File: config.mk
export PLATFORM = sky130hd
export DESIGN_NAME = uart_serial_rx
export DESIGN_NICKNAME = d
export VERILOG_FILES = /design/src/rtl/uart_serial_rx.sv
export SDC_FILE = /design/constraint.sdc
export NUM_CORES = 1
export LEC_CHECK = 0
export BUFFER_PORTS_ARGS = -buffer_cell sky130_fd_sc_hd__buf_2
export CAP_MARGIN = 10
export CORE_ASPECT_RATIO = 0.5
export CORE_MARGIN = 5
export CORE_UTILIZATION = 58
export DETAILED_ROUTE_END_ITERATION = 10
export PLACE_DENSITY = 0.8
export SYNTH_ARGS = -nofsm -noshare
export SYNTH_HDL_FRONTEND = slang
export SYNTH_SLANG_ARGS = --single-unit
File: constraint.sdc
create_clock -name clk -period 3.2 [get_ports clk]
set_input_delay 0.48 -clock clk [delete_from_list [all_inputs] [get_ports clk]]
set_output_delay 0.48 -clock clk [all_outputs]
set_load 0.005 [all_outputs]
File: src/rtl/uart_serial_rx.sv
// -----------------------------------------------------------------------------
// uart_serial_rx
//
// Standalone receiver for frames produced on a UART16550 serial output line.
// It decodes 5..8 data bits, optional (stick) parity and one stop bit. The bit
// period is 16 x div_i clocks. Each character is presented on a valid/ready
// output together with parity, framing and break flags. A sticky overrun flag
// records characters that were dropped because the consumer was not ready.
//
// Optional feature macro: UART_SERIAL_RX_MAJORITY_EN
//   defined   : each bit is the 2-of-3 vote of samples 6, 7 and 8
//   undefined : each bit is the single sample taken at count 7
//
// Ports
//   clk, rst_n       clock, asynchronous active-low reset
//   en_i             receiver enable (low holds FSM idle, stops ticks)
//   div_i            baud divisor, 16550 DLM:DLL meaning, 0 disables
//   lcr_i[5:0]       frame format, 16550 LCR[5:0] meaning
//   rxd_i            asynchronous serial input, idle high
//   data_o           received character, bits above word length are 0
//   valid_o/ready_i  output handshake
//   pe_o, fe_o, bi_o parity error, framing error, break for data_o
//   oe_o, oe_clr_i   sticky overrun flag and its clear
// -----------------------------------------------------------------------------
module uart_serial_rx #(
  parameter int DIV_W = 16
) (
  input  logic             clk,
  input  logic             rst_n,
  input  logic             en_i,
  input  logic [DIV_W-1:0] div_i,
  input  logic [5:0]       lcr_i,
  input  logic             rxd_i,
  output logic [7:0]       data_o,
  output logic             valid_o,
  input  logic             ready_i,
  output logic             pe_o,
  output logic             fe_o,
  output logic             bi_o,
  output logic             oe_o,
  input  logic             oe_clr_i
);

  typedef enum logic [2:0] {
    S_IDLE, S_START, S_DATA, S_PARITY, S_STOP, S_BRK_WAIT
  } state_e;

  // Only the first stop bit is checked, so the stop-bit select is unused.
  logic unused_stop_sel;
  assign unused_stop_sel = lcr_i[2];

  // ---------------------------------------------------------------------------
  // Input synchronizer. Resets to the idle level so reset release is never
  // mistaken for a start bit.
  // ---------------------------------------------------------------------------
  logic sync1_q, rxs_q;

  // NOTE: sequential state uses non-blocking assignments so every register
  // samples the pre-edge value of its source, making the two stages a real
  // shift chain rather than a single wire.
  always_ff @(posedge clk or negedge rst_n) begin
    if (!rst_n) begin
      sync1_q <= 1'b1;
      rxs_q   <= 1'b1;
    end else begin
      sync1_q <= rxd_i;
      rxs_q   <= sync1_q;
    end
  end

  // ---------------------------------------------------------------------------
  // Tick generator: 16 ticks per bit. The counter idles at 0 so the first
  // tick after enabling arrives immediately; a new divisor is picked up at
  // the next reload.
  // ---------------------------------------------------------------------------
  logic [DIV_W-1:0] tick_cnt_q, tick_cnt_d;
  logic             tick_run, tick;

  assign tick_run = en_i && (div_i != '0);
  assign tick     = tick_run && (tick_cnt_q == '0);

  // NOTE: combinational blocks assign every output a default first, so no
  // path leaves a variable unassigned and no latch is inferred.
  always_comb begin
    tick_cnt_d = tick_cnt_q;
    if (!tick_run)  tick_cnt_d = '0;
    else if (tick)  tick_cnt_d = div_i - DIV_W'(1);
    else            tick_cnt_d = tick_cnt_q - DIV_W'(1);
  end

  always_ff @(posedge clk or negedge rst_n) begin
    if (!rst_n) tick_cnt_q <= '0;
    else        tick_cnt_q <= tick_cnt_d;
  end

  // ---------------------------------------------------------------------------
  // Bit sampling
  // ---------------------------------------------------------------------------
  logic [3:0] samp_q, samp_d;
  logic       bit_val;
  logic       sample;

`ifdef UART_SERIAL_RX_MAJORITY_EN
  // The vote is decided at count 8, once the third sample is on rxs_q.
  localparam logic [3:0] SAMPLE_PT = 4'd8;
  logic s6_q, s7_q;

  always_ff @(posedge clk or negedge rst_n) begin
    if (!rst_n) begin
      s6_q <= 1'b1;
      s7_q <= 1'b1;
    end else if (tick) begin
      if (samp_q == 4'd6) s6_q <= rxs_q;
      if (samp_q == 4'd7) s7_q <= rxs_q;
    end
  end

  assign bit_val = (s6_q & s7_q) | (s6_q & rxs_q) | (s7_q & rxs_q);
`else
  localparam logic [3:0] SAMPLE_PT = 4'd7;
  assign bit_val = rxs_q;
`endif

  assign sample = tick && (samp_q == SAMPLE_PT);

  // ---------------------------------------------------------------------------
  // Frame FSM
  // ---------------------------------------------------------------------------
  state_e     state_q, state_d;
  logic [2:0] bit_idx_q, bit_idx_d;
  logic [7:0] shift_q, shift_d;
  logic       par_err_q, par_err_d;
  logic       ones_q, ones_d;       // any 1 seen in data/parity (break test)
  logic [2:0] last_idx;
  logic       exp_par;
  logic       commit, commit_fe, commit_bi;

  assign last_idx = 3'd4 + {1'b0, lcr_i[1:0]};
  // Stick parity forces ~EPS; otherwise XOR of data, inverted for odd parity.
  // Unused high bits of shift_q are 0 and do not disturb the XOR.
  assign exp_par  = lcr_i[5] ? ~lcr_i[4] : ((^shift_q) ^ ~lcr_i[4]);

  always_comb begin
    state_d   = state_q;
    samp_d    = samp_q;
    bit_idx_d = bit_idx_q;
    shift_d   = shift_q;
    par_err_d = par_err_q;
    ones_d    = ones_q;
    commit    = 1'b0;
    commit_fe = 1'b0;
    commit_bi = 1'b0;

    if (tick) samp_d = samp_q + 4'd1;

    unique case (state_q)
      S_IDLE: begin
        if (tick && !rxs_q) begin
          state_d   = S_START;
          samp_d    = '0;
          bit_idx_d = '0;
          shift_d   = '0;
          par_err_d = 1'b0;
          ones_d    = 1'b0;
        end
      end
      S_START: begin
        if (sample) state_d = bit_val ? S_IDLE : S_DATA;
      end
      S_DATA: begin
        if (sample) begin
          shift_d[bit_idx_q] = bit_val;
          ones_d             = ones_q | bit_val;
          if (bit_idx_q == last_idx) state_d = lcr_i[3] ? S_PARITY : S_STOP;
          else                       bit_idx_d = bit_idx_q + 3'd1;
        end
      end
      S_PARITY: begin
        if (sample) begin
          par_err_d = (bit_val != exp_par);
          ones_d    = ones_q | bit_val;
          state_d   = S_STOP;
        end
      end
      S_STOP: begin
        if (sample) begin
          commit    = 1'b1;
          commit_fe = ~bit_val;
          commit_bi = ~ones_q & ~bit_val;
          state_d   = commit_bi ? S_BRK_WAIT : S_IDLE;
        end
      end
      S_BRK_WAIT: begin
        if (rxs_q) state_d = S_IDLE;
      end
      default: state_d = S_IDLE;
    endcase

    // Dropping enable aborts the frame; ticks are already stopped so no
    // commit can happen in this cycle.
    if (!en_i) state_d = S_IDLE;
  end

  always_ff @(posedge clk or negedge rst_n) begin
    if (!rst_n) begin
      state_q   <= S_IDLE;
      samp_q    <= '0;
      bit_idx_q <= '0;
      shift_q   <= '0;
      par_err_q <= 1'b0;
      ones_q    <= 1'b0;
    end else begin
      state_q   <= state_d;
      samp_q    <= samp_d;
      bit_idx_q <= bit_idx_d;
      shift_q   <= shift_d;
      par_err_q <= par_err_d;
      ones_q    <= ones_d;
    end
  end

  // ---------------------------------------------------------------------------
  // Output register. A commit is accepted when the slot is free or is being
  // emptied this cycle; otherwise it is dropped and flagged as overrun.
  // ---------------------------------------------------------------------------
  logic [7:0] data_q;
  logic       valid_q, pe_q, fe_q, bi_q, oe_q;

  always_ff @(posedge clk or negedge rst_n) begin
    if (!rst_n) begin
      data_q  <= '0;
      valid_q <= 1'b0;
      pe_q    <= 1'b0;
      fe_q    <= 1'b0;
      bi_q    <= 1'b0;
      oe_q    <= 1'b0;
    end else begin
      if (commit && (!valid_q || ready_i)) begin
        data_q  <= shift_q;
        pe_q    <= par_err_q;
        fe_q    <= commit_fe;
        bi_q    <= commit_bi;
        valid_q <= 1'b1;
      end else if (valid_q && ready_i) begin
        valid_q <= 1'b0;
      end

      if (commit && valid_q && !ready_i) oe_q <= 1'b1;
      else if (oe_clr_i)                 oe_q <= 1'b0;
    end
  end

  assign data_o  = data_q;
  assign valid_o = valid_q;
  assign pe_o    = pe_q;
  assign fe_o    = fe_q;
  assign bi_o    = bi_q;
  assign oe_o    = oe_q;

endmodule

==> flow_metrics.py, run 1 <==
metrics = {
    "floorplan": {
        "floorplan.rows": 18,
        "placeableCoreArea_um2": 4950,
        "ios": 41,
        "die_w_um": 112,
        "chipHeight_um": 60.8,
        "floorplan.die_area_um2": 6780,
        "initial_cell_density_of_the_core_pct": 60.4,
    },
    "route": {
        "dr_total_vias": 2857,
        "drtIter0Drc": 255,
        "drt_pre_antenna_iters": 5,
        "wl_per_cell_um": 17.0,
        "final_antenna_net_count": 0,
        "drt-vias-per-instance": 6.25,
        "remaining_drc_errors": 0,
        "wl_mm": 7.77,
    },
    "place": {
        "dp_hpwl_mm": 5.72,
        "placement.io_buffers": 39,
        "place_ws_ns": -0.314,
        "place_congestion": 0.925,
        "dp_cells": 449,
    },
    "critical_path": {
        "startpoint_type": "input port",
        "cp_slowest_stage_delay_ns": 0.57,
        "largest_fanout_on_the_critical_path": 3,
        "reg2reg_from": "tick_cnt_q[7]$_DFF_PN0_",
        "r2r-end": "tick_cnt_q[14]$_DFF_PN0_",
        "setup.worst_path.end_class": "flop",
        "register_to_register_setup_slack_ns": 0.16,
        "crit_required_ns": 3.40,
        "arrival_ns": 3.31,
        "list_of_cells_traversed_by_the_critical_path": "buf_2 -> or4_4 -> nor4_4 -> nor3_2 -> a21oi_1 -> ha_1 -> nor3b_1 -> o21ai_1 -> a2111oi_2 -> buf_4 -> xor2_1 -> nor2_1",
        "r2r.worst_path.cells": 12,
        "timing_worst_setup_path_type": "in2reg",
        "critical-path-slowest-cell": "sky130_fd_sc_hd__or4_4",
    },
    "grt": {
        "global_route_total_usage_across_every_layer_pct": 24.6,
        "grt-ovfl-total": 0,
        "grt_max_degree": 31,
        "number_of_antenna_violations_at_the_first_check_in_global_routing": 0,
        "via_count_of_the_first_global_routing_pass": 2770,
        "grt_first_pass_wirelength_mm": 13.3,
    },
    "sta": {
        "grt_setup_unrepaired": "true",
        "setup_viol_count_final": 0,
        "slew_headroom_pct": 53.2,
        "hold_viol_final": 0,
        "finClkSkew_ns": 0.00505,
        "tightest_slew_ns": 0.701,
        "timing_max_transition_violations_final": 0,
        "post-route-min-period_ns": 3.11,
        "final_critical_path_setup_slack_ns": 0.0927,
        "post-route-period-util_pct": 97.1,
        "achievable-frequency_mhz": 322,
    },
    "clock_network": {
        "maximum_level_of_the_cts_h_tree": 2,
        "cts_hold_bufs": 0,
        "tritoncts": "built",
        "cts.sink_count": 51,
        "numCtsBuffers": 5,
        "post-cts-setup-buffer-count": 0,
        "cts_repair_resize_count": 0,
        "clk-insertion-delay-late_ns": 0.31,
        "clk_transition_reported_paths_ns": 0.10,
        "max-clock-path-buffers": 2,
        "cts-root-buf": "sky130_fd_sc_hd__clkbuf_8",
    },
    "finish": {
        "nNetsFinal": 417,
        "number_of_diodes": 0,
        "drive_above_1_share_pct": 28.2,
        "layout_common_cells": "49 x sky130_fd_sc_hd__dfrtp_1, 39 x sky130_fd_sc_hd__buf_2, 35 x sky130_fd_sc_hd__buf_4",
        "n_fill_cell": 368,
        "syn2layout_area_growth_pct": 21.1,
        "mostFrequentLayoutCell": "sky130_fd_sc_hd__dfrtp_1",
        "layout.cells.non_filler": 457,
    },
    "run_status": {
        "status": "complete, no violations",
    },
    "power_and_ir_drop": {
        "vdd_drop_max_v": 0.000365,
        "cellLeakagePower_nw": 1.70,
        "pwr_density_cell_nw_per_um2": 570,
    },
    "synthesis": {
        "post_synth_num_cell_types": 53,
        "syn_warnings": 0,
        "seq_area_frac_synth_pct": 42.7,
        "number_of_synthesized_flops_with_an_enable_pin": 0,
        "syn-mean-instance-area_um2": 9.47,
        "ys.flop_type": "sky130_fd_sc_hd__dfrtp_1",
        "postSynthRegisterBits": 51,
        "post_synth_instance_area_um2": 2990,
        "syn-instance-count": 316,
        "asyncSetResetFlopFracSynth_pct": 100,
        "synth_nets": 347,
    },
    "min_path": {
        "hold_path_class": "in2async",
    },
    "flow_run": {
        "maxCapViolCount": 0,
    },
}
## stage by stage
step | hold WS (ns) | util (%) | area, um2 | power [mW] | TNS, ns
detailed placement | 0.354 | 71.0 | 3520 | 1.63 | -0.690
CTS | 0.226 | 73.0 | 3620 | 2.04 | 0
global route | 0.245 | 73.2 | 3620 | 2.19 | -0.00554
global placement | 0.346 | 71.0 | 3520 | 1.60 | -0.355
finish | 0.201 | 73.2 | 3620 | 2.07 | 0
floorplan | 0.184 | - | 3010 | 1.33 | 0
## power by group
group          internal (mW)  switching, mW
clock network          0.177          0.229
logic                  0.375          0.483
registers              0.711         0.0923
## layout make-up
type                       instances  area (um2)  share of cell area [%]
clock buffer                       6        82.6                    2.28
clock inverter                     2        16.3                   0.449
inverter                           3        11.3                   0.311
multi-input combinational        251        1690                    46.6
sequential                        51        1280                    35.3
tap                               70        87.6                    2.42
timing repair buffer              74         458                    12.6
## state kept, by name, summed over array words and instances (netlist names)
| signal | count |
|---|---|
| data_o | 8 |
| tick_cnt_q | 16 |
| oe_o | 1 |
| samp_q | 4 |
| fe_o | 1 |
| bi_o | 1 |
| par_err_q | 1 |
| shift_q | 8 |
| bit_val | 1 |
| bit_idx_q | 3 |
| state_q | 3 |
| sync1_q | 1 |
| valid_o | 1 |
| ones_q | 1 |
| pe_o | 1 |
## critical path: cells and delay by family
family | cells | cell delay [ns]
compound gates | 3 | 0.85
xor+xnor | 1 | 0.16
fa+ha+maj | 1 | 0.21
buf+inv | 2 | 0.29
simple gates | 5 | 1.30
## worst max-delay path by stage
stage | from | end | slack, ns | depth (start not counted)
3_3_place_gp | div_i[5] | tick_cnt_q[8]$_DFF_PN0_ | -0.18 | 12
2_1_floorplan | div_i[5] | tick_cnt_q[12]$_DFF_PN0_ | 0.02 | 11
6_report | div_i[11] | tick_cnt_q[8]$_DFF_PN0_ | 0.09 | 12
5_1_grt | div_i[5] | tick_cnt_q[8]$_DFF_PN0_ | -0.006 | 12
3_5_place_dp | div_i[5] | tick_cnt_q[8]$_DFF_PN0_ | -0.31 | 12
4_1_cts | div_i[5] | tick_cnt_q[8]$_DFF_PN0_ | 0.005 | 12
## cell usage after synthesis (all sizes together), types with 5 or more instances
master  count  area share [%]
xnor2      11             3.2
nor3b       5             1.3
mux2i       8             2.7
clkbuf      9             1.1
o21ai      16             2.7
xor2        6             1.8
nor2       29             3.6
nor4        8             1.7
dfrtp      49              41
or3         5             1.0
nand3b      6             1.5
or4        10             2.8
and3        5             1.0
nand3      13             2.2
nand2      29             3.6
nor3        6             1.0
nand4       5             1.0
mux2       11             4.1
a21oi      25             4.2
o31ai       7             1.9
## logic make-up after synthesis
family                     synth area share [%]
adders and majority gates                  1.25
muxes                                      6.81
DFF                                        42.7
buffers and inverters                      1.80
xor gates and xnor gates                   4.97
AOI/OAI and AO/OA                          18.5
and+or+nand+nor                            24.0
## routing by layer
layer  global-route usage (%)  up-vias  wire (um)
met1                     31.8     1381       3300
met3                     6.47       16        654
met2                     42.3      137       3720
met4                     6.76        0        101
li1                         -     1323          -
met5                        0        -          0
Power figures use the tool's default switching activity.
==> run 2: changes to the inputs <==
--- a/config.mk
+++ b/config.mk
@@ -7,10 +7,11 @@
 export LEC_CHECK = 0
 export BUFFER_PORTS_ARGS = -buffer_cell sky130_fd_sc_hd__buf_2
 export CAP_MARGIN = 10
-export CORE_ASPECT_RATIO = 0.5
+export CORE_ASPECT_RATIO = 0.6
 export CORE_MARGIN = 5
 export CORE_UTILIZATION = 58
 export DETAILED_ROUTE_END_ITERATION = 10
+export GPL_TIMING_DRIVEN = 0
 export PLACE_DENSITY = 0.8
 export SYNTH_ARGS = -nofsm -noshare
 export SYNTH_HDL_FRONTEND = slang
==> run 2 against run 1 <==
Routed wire length rose by 2.5%. Combinational power fell by 3.6%. Global-route usage rose by 0.50 points. Clock-buffer cell count did not move. Non-clock buffer count fell by 19. Via count fell by 0.81%. Maximum frequency rose by 1.3%. Sequential share of layout area rose by 0.91 points.
==> flow_metrics.py, run 2 (synthesized netlist as in run 1, its figures left out) <==
metrics = {
    "run_status": {
        "status": "complete, no violations",
    },
    "sta": {
        "timing.setup.tns_ns": 0,
        "achievable-frequency_mhz": 326,
        "worst_hold_check_slack_ns": 0.0660,
        "slew_headroom_pct": 42.7,
        "post-route-period-util_pct": 95.9,
        "finClkSkew_ns": 0.00825,
        "hold_viol_final": 0,
        "tightest_slew_ns": 0.856,
        "timing_max_transition_violations_final": 0,
        "post-route-min-period_ns": 3.07,
        "setup_viol_count_final": 0,
        "grt_setup_unrepaired": "false",
    },
    "power_and_ir_drop": {
        "cellLeakagePower_nw": 1.60,
        "pwr_density_cell_nw_per_um2": 595,
        "vdd_drop_max_v": 0.000394,
    },
    "route": {
        "drtIter0Drc": 254,
        "drt-vias-per-instance": 6.53,
        "wl_per_cell_um": 18.4,
        "dr_total_vias": 2834,
        "final_antenna_net_count": 0,
        "wl_mm": 7.97,
        "remaining_drc_errors": 0,
        "drt_pre_antenna_iters": 5,
    },
    "floorplan": {
        "floorplan.die_area_um2": 6740,
        "ios": 41,
        "die_w_um": 103,
        "chipHeight_um": 65.6,
        "initial_cell_density_of_the_core_pct": 59.5,
        "floorplan.rows": 20,
        "placeableCoreArea_um2": 5030,
    },
    "clock_network": {
        "clk-insertion-delay-late_ns": 0.31,
        "cts.sink_count": 51,
        "maximum_level_of_the_cts_h_tree": 2,
        "cts-root-buf": "sky130_fd_sc_hd__clkbuf_8",
        "max-clock-path-buffers": 2,
        "clk_transition_reported_paths_ns": 0.10,
        "tritoncts": "built",
        "numCtsBuffers": 5,
    },
    "finish": {
        "nNetsFinal": 398,
        "syn2layout_area_growth_pct": 18.1,
        "number_of_diodes": 0,
        "drive_above_1_share_pct": 24.5,
        "number_of_flip_flops_in_the_largest_register": 16,
        "layout_common_cells": "49 x sky130_fd_sc_hd__dfrtp_1, 39 x sky130_fd_sc_hd__buf_2, 29 x sky130_fd_sc_hd__nand2_1",
        "largest-register": "tick_cnt_q",
        "mostFrequentLayoutCell": "sky130_fd_sc_hd__dfrtp_1",
    },
    "critical_path": {
        "timing_worst_setup_path_type": "in2reg",
        "list_of_cells_traversed_by_the_critical_path": "buf_2 -> or4_4 -> nor4_4 -> nor3_2 -> clkbuf_4 -> a21oi_2 -> ha_2 -> nor3b_4 -> o211ai_1 -> a2111oi_4 -> nand3_1 -> mux2_1",
        "critical_path.top_delay_family": "simple AND/OR/NAND/NOR gates",
        "crit_required_ns": 3.40,
        "startpoint_type": "input port",
        "setup.worst_path.end_class": "flop",
        "arrival_ns": 3.27,
        "critical_path.n_buffers_inverters": 2,
        "critical-path-slowest-cell": "sky130_fd_sc_hd__or4_4",
        "largest_fanout_on_the_critical_path": 4,
        "cp_slowest_stage_delay_ns": 0.59,
    },
    "grt": {
        "grt_first_pass_wirelength_mm": 13.2,
        "grt-ovfl-total": 0,
        "number_of_antenna_violations_at_the_first_check_in_global_routing": 0,
        "grt_max_degree": 52,
        "global_route_total_usage_across_every_layer_pct": 25.1,
        "via_count_of_the_first_global_routing_pass": 2606,
    },
    "place": {
        "dp_hpwl_mm": 5.70,
        "placement.io_buffers": 38,
        "place_congestion": 0.987,
    },
    "min_path": {
        "hold_path_class": "in2async",
    },
    "flow_run": {
        "maxCapViolCount": 0,
    },
}
-- run 2: changes by cell type in the layout (fill, tap and decap cells not counted), moves of 2 or more --
cell,before,now
sky130_fd_sc_hd__nor4_1,7,5
sky130_fd_sc_hd__nor4_4,1,3
sky130_fd_sc_hd__buf_4,35,4
sky130_fd_sc_hd__nor3b_1,5,3
sky130_fd_sc_hd__clkbuf_1,0,9
-- run 2: per-layer routing --
| metal | part of all wire [%] | up-vias | track usage, % |
|---|---|---|---|
| met4 | 1.2 | 0 | 6.95 |
| met2 | 43 | 164 | 35.2 |
| met5 | 0 | - | 0 |
| met3 | 9.8 | 11 | 5.83 |
| li1 | - | 1288 | - |
| met1 | 46 | 1371 | 38.4 |
-- run 2: area by class of cell --
| cell class | count | area [um2] |
|---|---|---|
| plain buffers | 11 | 46.3 |
| clock buffers | 6 | 72.6 |
| clock inverters | 2 | 37.5 |
| fillers | 382 | 1500 |
| inverters | 3 | 11.3 |
| multi-input cells | 251 | 1760 |
| flip-flops and latches | 51 | 1280 |
| well taps | 66 | 82.6 |
| repair buffers | 44 | 245 |
-- run 2: worst paths after layout --
| path | slack, ns | cells past startpoint | from | endpoint |
|---|---|---|---|---|
| max | 0.13 | 12 | div_i[1] | tick_cnt_q[12]$_DFF_PN0_ |
| min | 0.07 | 1 | rst_n | data_o[7]$_DFFE_PN0P_ |
| max reg2reg | 0.20 | 11 | tick_cnt_q[8]$_DFF_PN0_ | tick_cnt_q[14]$_DFF_PN0_ |
| min reg2reg | 0.36 | 0 | sync1_q$_DFF_PN1_ | bit_val$_DFF_PN1_ |
| max in group asynchronous | 2.55 | 2 | rst_n | sync1_q$_DFF_PN1_ |
| min in group clk | 0.26 | 1 | rxd_i | sync1_q$_DFF_PN1_ |
-- run 2: what timing repair did --
action	in CTS	in global routing
gates cloned	0	0
gates resized for setup	11	7
hold buffers	0	0
pin swaps	2	6
setup endpoints to repair	6	6
setup buffers	3	1
-- run 2: report_power, final --
part	internal [mW]	total, mW	switching (mW)
Clock	0.234	0.452	0.219
Combinational	0.332	0.827	0.495
Sequential	0.711	0.823	0.112
-- run 2: stage by stage --
step / area [um2] / std cells / power (mW) / worst slack (ns) / utilization [%]
4_1_cts: 3470 / 431 / 2.04 / 0.0445 / 68.9
6_report: 3530 / 434 / 2.10 / 0.133 / 70.2
5_1_grt: 3530 / 434 / 2.22 / 0.0280 / 70.2
3_5_place_dp: 3290 / 420 / 1.53 / -0.729 / 65.3
2_1_floorplan: 3010 / 316 / 1.33 / 0.0173 / -
3_3_place_gp: 3290 / 420 / 1.51 / -0.711 / 65.3
==> run 3: changes to the inputs <==
--- a/config.mk
+++ b/config.mk
@@ -12,7 +12,7 @@
 export CORE_UTILIZATION = 58
 export DETAILED_ROUTE_END_ITERATION = 10
 export GPL_TIMING_DRIVEN = 0
-export PLACE_DENSITY = 0.8
+export PLACE_DENSITY_LB_ADDON = 0.12
 export SYNTH_ARGS = -nofsm -noshare
 export SYNTH_HDL_FRONTEND = slang
 export SYNTH_SLANG_ARGS = --single-unit
==> run 3 against run 2 <==
Setup slack worse by 0.013 ns. Clock skew is 0.0011 ns higher. Core utilization is 0.25 points higher. Non-clock buffer count is 1 lower. Sequential share of layout area is 0.13 points lower. Critical path type unchanged. Critical endpoint unchanged. Total power is 0.74% higher. Largest power group unchanged. Via count is 2.7% lower. Combinational power is 2% higher. Die area stayed put. Largest cell class unchanged.
==> flow_metrics.py, run 3 (synthesized netlist as in run 1, its figures left out) <==
metrics = {
    "floorplan": {
        "chipHeight_um": 65.6,
        "die_w_um": 103,
        "floorplan.die_area_um2": 6740,
        "placeableCoreArea_um2": 5030,
        "floorplan.rows": 20,
        "ios": 41,
        "initial_cell_density_of_the_core_pct": 59.5,
    },
    "power_and_ir_drop": {
        "power_report.internal_total_mw": 1.28,
        "pwr_density_cell_nw_per_um2": 597,
        "total_power_mw": 2.12,
        "p_seq_share_pct": 38.6,
        "power.net_switching_uw": 837,
        "cellLeakagePower_nw": 1.60,
        "power.clock.fraction_pct": 21.6,
        "power_frac_comb_pct": 39.8,
        "vdd_drop_max_v": 0.000317,
        "power_switching_share_pct": 39.5,
    },
    "critical_path": {
        "critical-path-slowest-cell": "sky130_fd_sc_hd__or4_4",
        "reg2reg_from": "tick_cnt_q[0]$_DFF_PN0_",
        "largest_fanout_on_the_critical_path": 4,
        "crit_required_ns": 3.39,
        "cp_slowest_stage_delay_ns": 0.57,
        "register_to_register_setup_slack_ns": 0.18,
        "setup.worst_path.end_class": "flop",
        "startpoint": "div_i[5]",
        "setup.worst_path.end": "tick_cnt_q[12]$_DFF_PN0_",
        "startpoint_type": "input port",
        "list_of_cells_traversed_by_the_critical_path": "buf_2 -> or4_4 -> nor4_4 -> nor3_4 -> a21oi_4 -> ha_2 -> nor3b_4 -> o211ai_1 -> a2111oi_4 -> nand3_1 -> mux2_4",
        "r2r-end": "tick_cnt_q[14]$_DFF_PN0_",
        "timing_worst_setup_path_type": "in2reg",
        "arrival_ns": 3.27,
        "r2r.worst_path.cells": 11,
    },
    "sta": {
        "post-route-min-period_ns": 3.08,
        "achievable-frequency_mhz": 325,
        "post-route-period-util_pct": 96.3,
        "timing_max_transition_violations_final": 0,
        "finClkSkew_ns": 0.00936,
        "tightest_slew_ns": 0.867,
        "setup_viol_count_final": 0,
        "hold_viol_final": 0,
        "grt_setup_unrepaired": "false",
        "slew_headroom_pct": 41.7,
    },
    "grt": {
        "via_count_of_the_first_global_routing_pass": 2536,
        "grt_first_pass_wirelength_mm": 12.8,
        "grt-ovfl-total": 0,
        "grt_max_degree": 52,
        "number_of_antenna_violations_at_the_first_check_in_global_routing": 0,
        "global_route_total_usage_across_every_layer_pct": 24.4,
    },
    "clock_network": {
        "numCtsBuffers": 5,
        "cts.sink_count": 51,
        "max-clock-path-buffers": 2,
        "clk_transition_reported_paths_ns": 0.10,
        "maximum_level_of_the_cts_h_tree": 2,
        "clk-insertion-delay-late_ns": 0.31,
        "cts_hold_bufs": 0,
        "tritoncts": "built",
        "cts-root-buf": "sky130_fd_sc_hd__clkbuf_8",
    },
    "finish": {
        "layout.cells.non_filler": 433,
        "nNetsFinal": 397,
        "largest-register": "tick_cnt_q",
        "n_fill_cell": 405,
        "number_of_diodes": 0,
        "mostFrequentLayoutCell": "sky130_fd_sc_hd__dfrtp_1",
        "syn2layout_area_growth_pct": 18.5,
        "number_of_flip_flops_in_the_largest_register": 16,
        "drive_above_1_share_pct": 24.8,
        "fin_area_um2": 3550,
        "layout_common_cells": "49 x sky130_fd_sc_hd__dfrtp_1, 39 x sky130_fd_sc_hd__buf_2, 29 x sky130_fd_sc_hd__nand2_1",
    },
    "route": {
        "remaining_drc_errors": 0,
        "wl_mm": 7.89,
        "drt-vias-per-instance": 6.37,
        "final_antenna_net_count": 0,
        "dr_total_vias": 2757,
        "drt_pre_antenna_iters": 5,
        "wl_per_cell_um": 18.2,
        "drtIter0Drc": 258,
    },
    "place": {
        "dp_hpwl_mm": 5.58,
        "place_congestion": 0.935,
        "dp_cells": 420,
        "placement.cell_area_um2": 3290,
        "placement.io_buffers": 38,
    },
    "min_path": {
        "hold_path_class": "in2async",
    },
    "run_status": {
        "status": "complete, no violations",
    },
    "flow_run": {
        "maxCapViolCount": 0,
    },
}
[run 3: worst min-delay path by stage]
stage / slack, ns / cells past startpoint / to / from
final: 0.12 / 1 / tick_cnt_q[6]$_DFF_PN0_ / rst_n
after global routing: 0.15 / 1 / tick_cnt_q[6]$_DFF_PN0_ / rst_n
after CTS: 0.26 / 1 / sync1_q$_DFF_PN1_ / rxd_i
after detailed placement: 0.35 / 0 / bit_val$_DFF_PN1_ / sync1_q$_DFF_PN1_
after global placement: 0.35 / 0 / bit_val$_DFF_PN1_ / sync1_q$_DFF_PN1_
after floorplan: 0.18 / 0 / bi_o$_DFFE_PN0P_ / rst_n
[run 3: area by class of cell]
| class | instances | area (um2) | area share, % |
|---|---|---|---|
| tap | 66 | 82.6 | 2.33 |
| clock buffer | 5 | 68.8 | 1.94 |
| sequential | 51 | 1280 | 36.1 |
| buffer | 10 | 38.8 | 1.09 |
| multi-input combinational | 251 | 1770 | 50.0 |
| timing repair buffer | 44 | 248 | 6.99 |
| clock inverter | 3 | 43.8 | 1.24 |
| inverter | 3 | 11.3 | 0.318 |
[run 3: per-layer routing]
metal	vias up	global-route usage (%)	wire, um
li1	1278	-	-
met1	1329	39.1	3810
met2	142	33.1	3260
met3	8	5.62	737
met4	0	4.85	80
met5	-	0	0
[run 3: worst max-delay path: cells and delay by family]
| kind | cells | cell delay [ns] |
|---|---|---|
| adders and majority gates | 1 | 0.21 |
| and+or+nand+nor | 5 | 1.49 |
| AOI/OAI and AO/OA | 3 | 0.65 |
| buffers and inverters | 1 | 0.12 |
| muxes | 1 | 0.32 |
[run 3: power by group through the flow]
stage	Sequential (mW)	Clock, mW	Combinational [mW]
2_1_floorplan	0.781	0	0.551
3_3_place_gp	0.802	0	0.709
3_5_place_dp	0.804	0	0.724
4_1_cts	0.812	0.460	0.783
5_1_grt	0.830	0.490	0.907
6_report	0.818	0.458	0.842
[run 3: what timing repair did]
action	4_1_cts	5_1_grt
setup endpoints to repair	7	5
gates resized for setup	12	8
setup buffers	3	2
pin swaps	3	8
[run 3: metrics by stage]
stage / util [%] / TNS (ns) / hold slack (ns) / worst slack [ns]
floorplan: - / 0 / 0.184 / 0.0173
global placement: 65.3 / -3.41 / 0.347 / -0.798
detailed placement: 65.3 / -3.58 / 0.347 / -0.778
CTS: 69.2 / 0 / 0.257 / 0.0168
global route: 70.5 / 0 / 0.148 / 0.0349
finish: 70.5 / 0 / 0.116 / 0.120
